File: src/rtl/exec_unit_seq_pkg.sv
// Shared types and constants for the execution unit: operation encoding,
// FSM state type and default widths.
package exec_unit_seq_pkg;

    localparam int PKG_DATA_WIDTH   = 32;
    localparam int PKG_ADDR_WIDTH   = 16;
    localparam int EXEC_IMM_WIDTH   = 6;
    localparam int EXEC_MEM_TIMEOUT = 16;

    // Encodings 13..15 are unused and reported as illegal by the ALU.
    typedef enum logic [3:0] {
        FUNC_ADD   = 4'd0,
        FUNC_SUB   = 4'd1,
        FUNC_ADDI  = 4'd2,
        FUNC_AND   = 4'd3,
        FUNC_OR    = 4'd4,
        FUNC_XOR   = 4'd5,
        FUNC_NOT   = 4'd6,
        FUNC_SLL   = 4'd7,
        FUNC_SLR   = 4'd8,
        FUNC_SLLI  = 4'd9,
        FUNC_SLRI  = 4'd10,
        FUNC_LOAD  = 4'd11,
        FUNC_STORE = 4'd12
    } func_t;

    typedef enum logic {
        IDLE     = 1'b0,
        MEM_WAIT = 1'b1
    } exec_state_t;

    function automatic logic isMemOp(input func_t f);
        return (f == FUNC_LOAD) || (f == FUNC_STORE);
    endfunction

endpackage

File: src/rtl/exec_unit_seq_if.sv
// Bundles the issue handshake, result channel and DMEM port of the execution unit.
// The slave modport is the unit; the master modport is the issuing/memory side.
interface exec_unit_seq_if
    import exec_unit_seq_pkg::*;
#(
    parameter int DATA_WIDTH     = PKG_DATA_WIDTH,
    parameter int MEM_ADDR_WIDTH = PKG_ADDR_WIDTH,
    parameter int MEM_DATA_WIDTH = DATA_WIDTH,
    parameter int IMM_WIDTH      = EXEC_IMM_WIDTH
) ();

    logic                      valid_i;
    logic                      ready_o;
    func_t                     func_i;
    logic [DATA_WIDTH-1:0]     rs1_data_i;
    logic [DATA_WIDTH-1:0]     rs2_data_i;
    logic [IMM_WIDTH-1:0]      imm_i;
    logic                      valid_o;
    logic [DATA_WIDTH-1:0]     rd_data_o;
    logic                      err_o;
    logic                      dmem_req_o;
    logic [MEM_ADDR_WIDTH-1:0] dmem_addr_o;
    logic                      dmem_we_o;
    logic [MEM_DATA_WIDTH-1:0] dmem_wdata_o;
    logic [MEM_DATA_WIDTH-1:0] dmem_rdata_i;
    logic                      dmem_ack_i;

    modport slave (
        input  valid_i, func_i, rs1_data_i, rs2_data_i, imm_i,
        input  dmem_rdata_i, dmem_ack_i,
        output ready_o, valid_o, rd_data_o, err_o,
        output dmem_req_o, dmem_addr_o, dmem_we_o, dmem_wdata_o
    );

    modport master (
        output valid_i, func_i, rs1_data_i, rs2_data_i, imm_i,
        output dmem_rdata_i, dmem_ack_i,
        input  ready_o, valid_o, rd_data_o, err_o,
        input  dmem_req_o, dmem_addr_o, dmem_we_o, dmem_wdata_o
    );

endinterface

File: src/rtl/exec_unit_seq_alu.sv
// Combinational ALU for the execution unit: arithmetic, bitwise and shift ops
// with a sign-extended immediate; flags encodings it does not implement.
module exec_alu
    import exec_unit_seq_pkg::*;
#(
    parameter int DATA_WIDTH = PKG_DATA_WIDTH,
    parameter int IMM_WIDTH  = EXEC_IMM_WIDTH
) (
    input  func_t                 i_func,
    input  logic [DATA_WIDTH-1:0] i_rs1,
    input  logic [DATA_WIDTH-1:0] i_rs2,
    input  logic [IMM_WIDTH-1:0]  i_imm,
    output logic [DATA_WIDTH-1:0] o_result,
    output logic                  o_illegal
);

    localparam int SHW = $clog2(DATA_WIDTH);

    logic [DATA_WIDTH-1:0] w_immExt;
    logic [SHW-1:0]        w_shRs2;
    logic [SHW-1:0]        w_shImm;

    assign w_immExt = {{(DATA_WIDTH-IMM_WIDTH){i_imm[IMM_WIDTH-1]}}, i_imm};
    assign w_shRs2  = i_rs2[SHW-1:0];
    assign w_shImm  = w_immExt[SHW-1:0];

    // Memory ops are legal here but produce no ALU result; the FSM handles them.
    always_comb begin
        o_result  = '0;
        o_illegal = 1'b0;
        case (i_func)
            FUNC_ADD:   o_result = i_rs1 + i_rs2;
            FUNC_SUB:   o_result = i_rs1 - i_rs2;
            FUNC_ADDI:  o_result = i_rs1 + w_immExt;
            FUNC_AND:   o_result = i_rs1 & i_rs2;
            FUNC_OR:    o_result = i_rs1 | i_rs2;
            FUNC_XOR:   o_result = i_rs1 ^ i_rs2;
            FUNC_NOT:   o_result = ~i_rs1;
            FUNC_SLL:   o_result = i_rs1 << w_shRs2;
            FUNC_SLR:   o_result = i_rs1 >> w_shRs2;
            FUNC_SLLI:  o_result = i_rs1 << w_shImm;
            FUNC_SLRI:  o_result = i_rs1 >> w_shImm;
            FUNC_LOAD,
            FUNC_STORE: o_result = '0;
            default:    o_illegal = 1'b1;
        endcase
    end

endmodule

File: src/rtl/exec_unit_seq.sv
// Registered, handshaked execution unit: single-cycle ALU ops plus LOAD/STORE
// through a req/ack data-memory port with an optional ack timeout.
module exec_unit_seq
    import exec_unit_seq_pkg::*;
#(
    parameter int DATA_WIDTH     = PKG_DATA_WIDTH,
    parameter int MEM_ADDR_WIDTH = PKG_ADDR_WIDTH,
    parameter int MEM_DATA_WIDTH = DATA_WIDTH,
    parameter int IMM_WIDTH      = EXEC_IMM_WIDTH,
    parameter int MEM_TIMEOUT    = EXEC_MEM_TIMEOUT
) (
    input  logic          clk_i,
    input  logic          arst_ni,
    exec_unit_seq_if.slave bus
);

    localparam int          CNT_W   = (MEM_TIMEOUT > 1) ? $clog2(MEM_TIMEOUT) : 1;
    localparam int unsigned TO_LAST = (MEM_TIMEOUT == 0) ? 0 : MEM_TIMEOUT - 1;

    exec_state_t               r_state;
    exec_state_t               w_nextState;
    logic [CNT_W-1:0]          r_timeoutCnt;
    logic [DATA_WIDTH-1:0]     r_rdData;
    logic                      r_valid;
    logic                      r_err;
    logic                      r_req;
    logic [MEM_ADDR_WIDTH-1:0] r_addr;
    logic                      r_we;
    logic [MEM_DATA_WIDTH-1:0] r_wdata;

    logic                      w_ready;
    logic                      w_accept;
    logic                      w_memOp;
    logic                      w_timeout;
    logic [DATA_WIDTH-1:0]     w_aluResult;
    logic                      w_aluIllegal;

    exec_alu #(
        .DATA_WIDTH (DATA_WIDTH),
        .IMM_WIDTH  (IMM_WIDTH)
    ) u_alu (
        .i_func    (bus.func_i),
        .i_rs1     (bus.rs1_data_i),
        .i_rs2     (bus.rs2_data_i),
        .i_imm     (bus.imm_i),
        .o_result  (w_aluResult),
        .o_illegal (w_aluIllegal)
    );

    always_ff @(posedge clk_i or negedge arst_ni) begin
        if (!arst_ni) begin
            r_state <= IDLE;
        end else begin
            r_state <= w_nextState;
        end
    end

    always_comb begin
        w_nextState = r_state;
        case (r_state)
            IDLE:     if (w_accept && w_memOp) w_nextState = MEM_WAIT;
            MEM_WAIT: if (bus.dmem_ack_i || w_timeout) w_nextState = IDLE;
            default:  w_nextState = IDLE;
        endcase
    end

    // An ack arriving in the last counted cycle wins, so the timeout is masked by ack.
    always_comb begin
        w_ready   = (r_state == IDLE);
        w_accept  = bus.valid_i && w_ready;
        w_memOp   = isMemOp(bus.func_i);
        w_timeout = (MEM_TIMEOUT != 0) && (r_state == MEM_WAIT) &&
                    (r_timeoutCnt == CNT_W'(TO_LAST)) && !bus.dmem_ack_i;
    end

    always_ff @(posedge clk_i or negedge arst_ni) begin
        if (!arst_ni) begin
            r_timeoutCnt <= '0;
            r_rdData     <= '0;
            r_valid      <= 1'b0;
            r_err        <= 1'b0;
            r_req        <= 1'b0;
            r_addr       <= '0;
            r_we         <= 1'b0;
            r_wdata      <= '0;
        end else begin
            r_valid <= 1'b0;
            r_err   <= 1'b0;
            case (r_state)
                IDLE: begin
                    if (w_accept) begin
                        if (w_memOp) begin
                            r_req        <= 1'b1;
                            r_addr       <= MEM_ADDR_WIDTH'(bus.rs1_data_i);
                            r_we         <= (bus.func_i == FUNC_STORE);
                            r_wdata      <= MEM_DATA_WIDTH'(bus.rs2_data_i);
                            r_timeoutCnt <= '0;
                        end else begin
                            r_rdData <= w_aluResult;
                            r_valid  <= 1'b1;
                            r_err    <= w_aluIllegal;
                        end
                    end
                end
                MEM_WAIT: begin
                    // Stores leave rd_data_o untouched on both ack and timeout.
                    if (bus.dmem_ack_i) begin
                        r_req   <= 1'b0;
                        r_valid <= 1'b1;
                        if (!r_we) r_rdData <= DATA_WIDTH'(bus.dmem_rdata_i);
                    end else if (w_timeout) begin
                        r_req   <= 1'b0;
                        r_valid <= 1'b1;
                        r_err   <= 1'b1;
                        if (!r_we) r_rdData <= '0;
                    end else begin
                        r_timeoutCnt <= r_timeoutCnt + 1'b1;
                    end
                end
                default: r_req <= 1'b0;
            endcase
        end
    end

    assign bus.ready_o      = w_ready;
    assign bus.valid_o      = r_valid;
    assign bus.rd_data_o    = r_rdData;
    assign bus.err_o        = r_err;
    assign bus.dmem_req_o   = r_req;
    assign bus.dmem_addr_o  = r_addr;
    assign bus.dmem_we_o    = r_we;
    assign bus.dmem_wdata_o = r_wdata;

endmodule
File: src/flat_wrapper.sv
// flat-port wrapper written by rule: the top's interface ports become plain ports
module exec_unit_seq_flat import exec_unit_seq_pkg::*;
#(
    parameter int DATA_WIDTH     = PKG_DATA_WIDTH,
    parameter int MEM_ADDR_WIDTH = PKG_ADDR_WIDTH,
    parameter int MEM_DATA_WIDTH = DATA_WIDTH,
    parameter int IMM_WIDTH      = EXEC_IMM_WIDTH,
    parameter int MEM_TIMEOUT    = EXEC_MEM_TIMEOUT
)
  (clk_i, arst_ni, bus_valid_i, bus_func_i, bus_rs1_data_i, bus_rs2_data_i, bus_imm_i, bus_dmem_rdata_i, bus_dmem_ack_i, bus_ready_o, bus_valid_o, bus_rd_data_o, bus_err_o, bus_dmem_req_o, bus_dmem_addr_o, bus_dmem_we_o, bus_dmem_wdata_o);
  exec_unit_seq_if #(.DATA_WIDTH(DATA_WIDTH), .MEM_ADDR_WIDTH(MEM_ADDR_WIDTH), .MEM_DATA_WIDTH(MEM_DATA_WIDTH), .IMM_WIDTH(IMM_WIDTH)) bus_i ();
  input  logic clk_i;
  input  logic arst_ni;
  input wire logic [$bits(bus_i.valid_i)-1:0] bus_valid_i;
  input wire logic [$bits(bus_i.func_i)-1:0] bus_func_i;
  input wire logic [$bits(bus_i.rs1_data_i)-1:0] bus_rs1_data_i;
  input wire logic [$bits(bus_i.rs2_data_i)-1:0] bus_rs2_data_i;
  input wire logic [$bits(bus_i.imm_i)-1:0] bus_imm_i;
  input wire logic [$bits(bus_i.dmem_rdata_i)-1:0] bus_dmem_rdata_i;
  input wire logic [$bits(bus_i.dmem_ack_i)-1:0] bus_dmem_ack_i;
  output wire logic [$bits(bus_i.ready_o)-1:0] bus_ready_o;
  output wire logic [$bits(bus_i.valid_o)-1:0] bus_valid_o;
  output wire logic [$bits(bus_i.rd_data_o)-1:0] bus_rd_data_o;
  output wire logic [$bits(bus_i.err_o)-1:0] bus_err_o;
  output wire logic [$bits(bus_i.dmem_req_o)-1:0] bus_dmem_req_o;
  output wire logic [$bits(bus_i.dmem_addr_o)-1:0] bus_dmem_addr_o;
  output wire logic [$bits(bus_i.dmem_we_o)-1:0] bus_dmem_we_o;
  output wire logic [$bits(bus_i.dmem_wdata_o)-1:0] bus_dmem_wdata_o;
  assign bus_i.valid_i = bus_valid_i;
  assign bus_i.func_i = bus_func_i;
  assign bus_i.rs1_data_i = bus_rs1_data_i;
  assign bus_i.rs2_data_i = bus_rs2_data_i;
  assign bus_i.imm_i = bus_imm_i;
  assign bus_i.dmem_rdata_i = bus_dmem_rdata_i;
  assign bus_i.dmem_ack_i = bus_dmem_ack_i;
  assign bus_ready_o = bus_i.ready_o;
  assign bus_valid_o = bus_i.valid_o;
  assign bus_rd_data_o = bus_i.rd_data_o;
  assign bus_err_o = bus_i.err_o;
  assign bus_dmem_req_o = bus_i.dmem_req_o;
  assign bus_dmem_addr_o = bus_i.dmem_addr_o;
  assign bus_dmem_we_o = bus_i.dmem_we_o;
  assign bus_dmem_wdata_o = bus_i.dmem_wdata_o;
  exec_unit_seq #(.DATA_WIDTH(DATA_WIDTH), .MEM_ADDR_WIDTH(MEM_ADDR_WIDTH), .MEM_DATA_WIDTH(MEM_DATA_WIDTH), .IMM_WIDTH(IMM_WIDTH), .MEM_TIMEOUT(MEM_TIMEOUT)) u_core (.clk_i(clk_i), .arst_ni(arst_ni), .bus(bus_i));
endmodule
File: config.mk
export PLATFORM = sky130hd
export DESIGN_NAME = exec_unit_seq_flat
export DESIGN_NICKNAME = d
export VERILOG_FILES = /design/src/rtl/exec_unit_seq_pkg.sv /design/src/rtl/exec_unit_seq_if.sv /design/src/rtl/exec_unit_seq_alu.sv /design/src/rtl/exec_unit_seq.sv /design/src/flat_wrapper.sv
export SDC_FILE = /design/constraint.sdc
export NUM_CORES = 1
export LEC_CHECK = 0
export CAP_MARGIN = 30
export CORE_MARGIN = 2
export CORE_UTILIZATION = 55
export CTS_CLUSTER_DIAMETER = 100
export CTS_CLUSTER_SIZE = 20
export DETAILED_ROUTE_END_ITERATION = 8
export PLACE_DENSITY = 0.82
export SLEW_MARGIN = 0
export SYNTH_ARGS = -nofsm -noshare
export SYNTH_HDL_FRONTEND = slang
export SYNTH_HIERARCHICAL = 1
export SYNTH_SLANG_ARGS = --single-unit
File: constraint.sdc
create_clock -name clk_i -period 2.15 [get_ports clk_i]
set_input_delay 0.215 -clock clk_i [delete_from_list [all_inputs] [get_ports clk_i]]
set_output_delay 0.215 -clock clk_i [all_outputs]
set_load 0.005 [all_outputs]
==> summary.md, run 1 <==
| Metric | Value |
|---|---|
| Outcome | `stopped before the end` |
| Failed at | `global routing (5_1_grt)` |
| Tool error | `[ERROR GRT-0116] Global routing finished with congestion. Check the congestion regions in the DRC Viewer.` |
| Post-synth EDFFs | `0` |
| Seq/Total Area, Yosys | `18.32%` |
| Cell count after synthesis | `1503` |
| Number of global-route vias before repair | `21905` |
| GRT Util Overall | `77.91%` |
| Area contributors post-synth | `dfrtp_1, ha_1, mux2i_1` |
| Synth Flop Type | `dfrtp_1` |
| DP HPWL | `46.71 mm` |
| Clock sinks | `89` |
| CTS H-tree lvls | `3` |
| Rows | `54` |
| #FFs+latches synth | `89` |
| GPL Wtd Cong | `1.346` |
| Synth Net Count | `1717` |
| Synth warnings | `6` |
| Cell Area, Synth | `12160 um2` |
| Clock Tree Root | `clkbuf_16` |
| Yosys top cell area share | `18.32%` |
| Initial core utilization | `55.87%` |
| Ys async rst share | `100.0%` |
| Top-level port count | `195` |
| Placed Instances | `2369` |
| First-pass GRT wire length | `139.4 mm` |
| Synth area leader | `dfrtp_1` |
| Die Y | `152.7 um` |
| CTS Buf Count | `9` |
| Largest net degree at the start of global routing | `54` |
| Port buffer count | `194` |
| Post-synth cell types | `83` |
| Die width | `152.7 um` |
| CTS Buffer Depth | `2` |
| Grt total ovfl | `33` |
| Syn Area/Cell | `8.087 um2` |
## cell families after synthesis
kind of cell | synth area share (%)
AOI/OAI and AO/OA | 26.07
xor gates and xnor gates | 1.729
adders and majority gates | 10.77
buffers and inverters | 6.557
DFF | 18.32
muxes | 20.02
and+or+nand+nor | 16.53
## per-layer routing
| layer | global-route usage, % | overflow |
|---|---|---|
| met1 | 78.83 | 0 |
| met2 | 90.86 | 16 |
| met3 | 67.43 | 0 |
| met4 | 72.80 | 12 |
| met5 | 41.82 | 5 |
## stage by stage
step	area, um2	setup WS [ns]
4_1_cts	19690	-2.342
3_5_place_dp	18050	-3.516
2_1_floorplan	12580	-2.497
3_3_place_gp	18050	-3.270
## timing repair
item / in CTS
gates resized for setup: 271
endpoints found under the hold margin: 41
pin swaps: 104
hold buffers: 1
buffers inserted: 48
cloned: 2
setup endpoints to repair: 76
## Yosys cell counts (all sizes together), types with 8 or more instances
cell    count
a211o       8
a211oi     22
a21o       12
a21oi      94
a221oi      8
a22o       45
a22oi      12
a31oi      18
a32oi       8
buf        37
clkbuf     62
dfrtp      89
ha        103
inv        79
mux2       85
mux2i     121
mux4       10
nand2     155
nand2b     13
nand3      49
nand4      11
nor2       94
nor2b      10
nor3       34
nor4       17
o211ai     29
o21a       10
o21ai      99
o221ai     10
o22ai      28
o311ai     13
or3        12
xnor2      13
xor2       11
==> run 2: changes to the inputs <==
--- a/config.mk
+++ b/config.mk
@@ -7,11 +7,9 @@
 export LEC_CHECK = 0
 export CAP_MARGIN = 30
 export CORE_MARGIN = 2
-export CORE_UTILIZATION = 55
-export CTS_CLUSTER_DIAMETER = 100
-export CTS_CLUSTER_SIZE = 20
+export CORE_UTILIZATION = 40
 export DETAILED_ROUTE_END_ITERATION = 8
-export PLACE_DENSITY = 0.82
+export PLACE_DENSITY_LB_ADDON = 0.15
 export SLEW_MARGIN = 0
 export SYNTH_ARGS = -nofsm -noshare
 export SYNTH_HDL_FRONTEND = slang
==> run 2 against run 1 <==
The flow now finishes, with violations (setup timing). Synthesized area unchanged. Synthesized cell count is the same.
==> summary.md, run 2 <==
| Metric | Value |
|---|---|
| Clk Latency, worst-skew pair | `0.40 ns` |
| CTS Buf Count | `9` |
| TNS Setup | `-54.79 ns` |
| Post-synth EDFFs | `0` |
| Failing checks | `setup timing` |
| Port buffer count | `194` |
| Seq/Total Area, Yosys | `18.32%` |
| Grt total ovfl | `0` |
| Synth Net Count | `1717` |
| CP Launch Type | `input port` |
| Max-Cap Viols | `0` |
| CTS H-tree lvls | `3` |
| Reg2reg path depth | `6` |
| Hold path cells | `3` |
| Commonest non-fill, non-tap cell in the layout | `buf_4` |
| WHS | `0.2390 ns` |
| Min Clock Period, post-route | `4.545 ns` |
| Cell Area, Synth | `12160 um2` |
| Area of the multi-input gates | `10880 um2` |
| Worst slew pin tran | `1.196 ns` |
| Max_slew headroom | `19.51%` |
| Required time worst endpoint | `2.43 ns` |
| Residual DRC | `0` |
| Reg area | `2227 um2` |
| Final instance area | `21390 um2` |
| Layout area overhead | `75.95%` |
| Setup Skew | `0.01645 ns` |
| Synth area leader | `dfrtp_1` |
| Number of global-route vias before repair | `15755` |
| Outcome | `finished with violations` |
| DP Area | `18480 um2` |
| #FFs+latches synth | `89` |
| Commonest non-fill, non-tap cells in the layout | `buf_4, clkdlybuf4s50_1, nand2_1, ha_1, dfrtp_1` |
| DP HPWL | `52.76 mm` |
| Drt first-iter violations | `1908` |
| Routed Antenna Nets | `0` |
| CTS tree | `done` |
| CP Max Fanout | `3` |
| Pwr per Cell Area | `523.1 nW/um2` |
| Nets@finish | `2435` |
| Crit path DAT | `4.82 ns` |
| CTS Buffer Depth | `2` |
| Drt total wl | `70.62 mm` |
| GRT Util Overall | `42.31%` |
| GPL Wtd Cong | `1.038` |
| Drt via density | `6.305` |
| WS Path Type | `input port to register` |
| Die Y | `178.3 um` |
| Final setup margin | `-2.395 ns` |
| Die area | `31800 um2` |
| Largest net degree at the start of global routing | `50` |
| Endpoints failing hold | `0` |
| Clock Tree Root | `clkbuf_16` |
| Yosys top cell area share | `18.32%` |
| Count leader, synth | `nand2_1` |
| Synth Flop Type | `dfrtp_1` |
| Final slew viol count | `0` |
| Ys async rst share | `100.0%` |
| Share of cells above drive strength 1 | `43.76%` |
| Final Util | `71.78%` |
| Clock-pin slew on the worst setup and hold paths | `0.08 ns` |
| Setup WS pre-CTS | `-3.303 ns` |
| Die width | `178.3 um` |
| CORE AREA | `29800 um2` |
| Initial core utilization | `40.80%` |
| Clock sinks | `89` |
| Post-synth top cells | `nand2_1, mux2i_1, ha_1, nor2_1, a21oi_1` |
| Leakage | `0.009628 uW` |
| Peak supply drop | `517.2 uV` |
| Hold crit path type | `input port to register` |
| RSZ-0062 raised after global routing | `true` |
| Fill cells | `2258` |
| Post-synth cell types | `83` |
| Routed via count | `16495` |
| Cell count after synthesis | `1503` |
| Top-level port count | `195` |
| Inserted Diodes | `0` |
| WL/cell | `27.00 um` |
| DR pass1 iterations | `8` |
| Worst setup EP type | `register` |
| Area contributors post-synth | `dfrtp_1, ha_1, mux2i_1` |
| Setup Viol. Count Final | `32` |
| Final Cycle Share | `211.4%` |
| Rows | `63` |
| First-pass GRT wire length | `99.08 mm` |
| Syn Area/Cell | `8.087 um2` |
| Antenna violations before repair | `3` |
| Max Clk Rate | `0.2200 GHz` |
| Synth warnings | `6` |
## run 2: cell counts after synthesis
Identical to the previous run, type by type.
## run 2: path summary, 6_finish.rpt
path | from | end | slack, ns
setup / recovery | bus_rs2_data_i[1] | u_core/bus.rd_data_o[27] | -2.40
hold / removal | bus_rs2_data_i[0] | u_core/bus.dmem_wdata_o[0] | 0.24
setup reg to reg | u_core/r_timeoutCnt[0] | u_core/bus.rd_data_o[10] | 0.27
hold reg to reg | u_core/bus.dmem_addr_o[7] | u_core/bus.dmem_addr_o[7] | 0.51
max in group asynchronous | arst_ni | u_core/bus.dmem_wdata_o[26] | 1.06
min in group asynchronous | arst_ni | u_core/bus.dmem_addr_o[2] | 0.36
## run 2: cells by family (layout without fill, tap and decap cells)
family / Yosys count / after routing / synth area share [%]
simple gates: 426 / 426 / 16.53
compound gates: 466 / 466 / 26.07
flops: 89 / 89 / 18.32
mux: 216 / 216 / 20.02
buf+inv: 178 / 901 / 6.557
fa+ha+maj: 104 / 104 / 10.77
xor+xnor: 24 / 24 / 1.729
## run 2: critical path, cell delays in order
cell	delay (ns)
buf_8	0.11
inv_6	0.05
ha_4	0.13
nor3b_4	0.26
nand3_2	0.14
or3_4	0.36
nor3_4	0.18
nand3_2	0.13
a21oi_1	0.21
o21ai_1	0.09
ha_1	0.35
a21o_1	0.25
a221oi_4	0.30
o21ai_2	0.09
or3_4	0.40
o211a_1	0.24
or3_4	0.37
mux2i_1	0.13
a211o_1	0.29
a22o_1	0.23
mux2_4	0.27
## run 2: layout make-up
cell class / instances / share of cell area, %
clock buffer: 10 / 1.117
tap: 390 / 2.282
inverter: 79 / 1.422
multi-input combinational: 1236 / 50.85
timing repair buffer: 806 / 33.46
sequential: 89 / 10.41
clock inverter: 6 / 0.4563
## run 2: power breakdown
part	internal [uW]	total, uW	switching [uW]
clock	1070	1970	895
sequential	2110	2380	272
combinational	3600	6840	3240
## run 2: repair_timing
| action | 4_1_cts | 5_1_grt |
|---|---|---|
| gates resized for setup | 291 | 152 |
| endpoints found under the setup margin | 32 | 32 |
| hold endpoints to repair | 42 | 0 |
| pin swaps | 135 | 115 |
| cloned | 1 | 2 |
| hold buffers | 1 | 0 |
| buffers inserted | 58 | 41 |
## run 2: layer usage
metal | global-route usage [%] | vias up | wire length [um]
li1 | - | 7118 | -
met1 | 54.21 | 7924 | 27970
met2 | 65.41 | 1181 | 30740
met3 | 11.62 | 266 | 7821
met4 | 20.73 | 6 | 4047
met5 | 0 | - | 41
## run 2: per-stage QoR
step	total power, uW	instances
floorplan	4681	1503
global placement	7846	2511
detailed placement	7950	2511
CTS	10500	2582
global route	11550	2616
finish	11190	2616
Note: power is estimated with default switching activity, not from simulation.
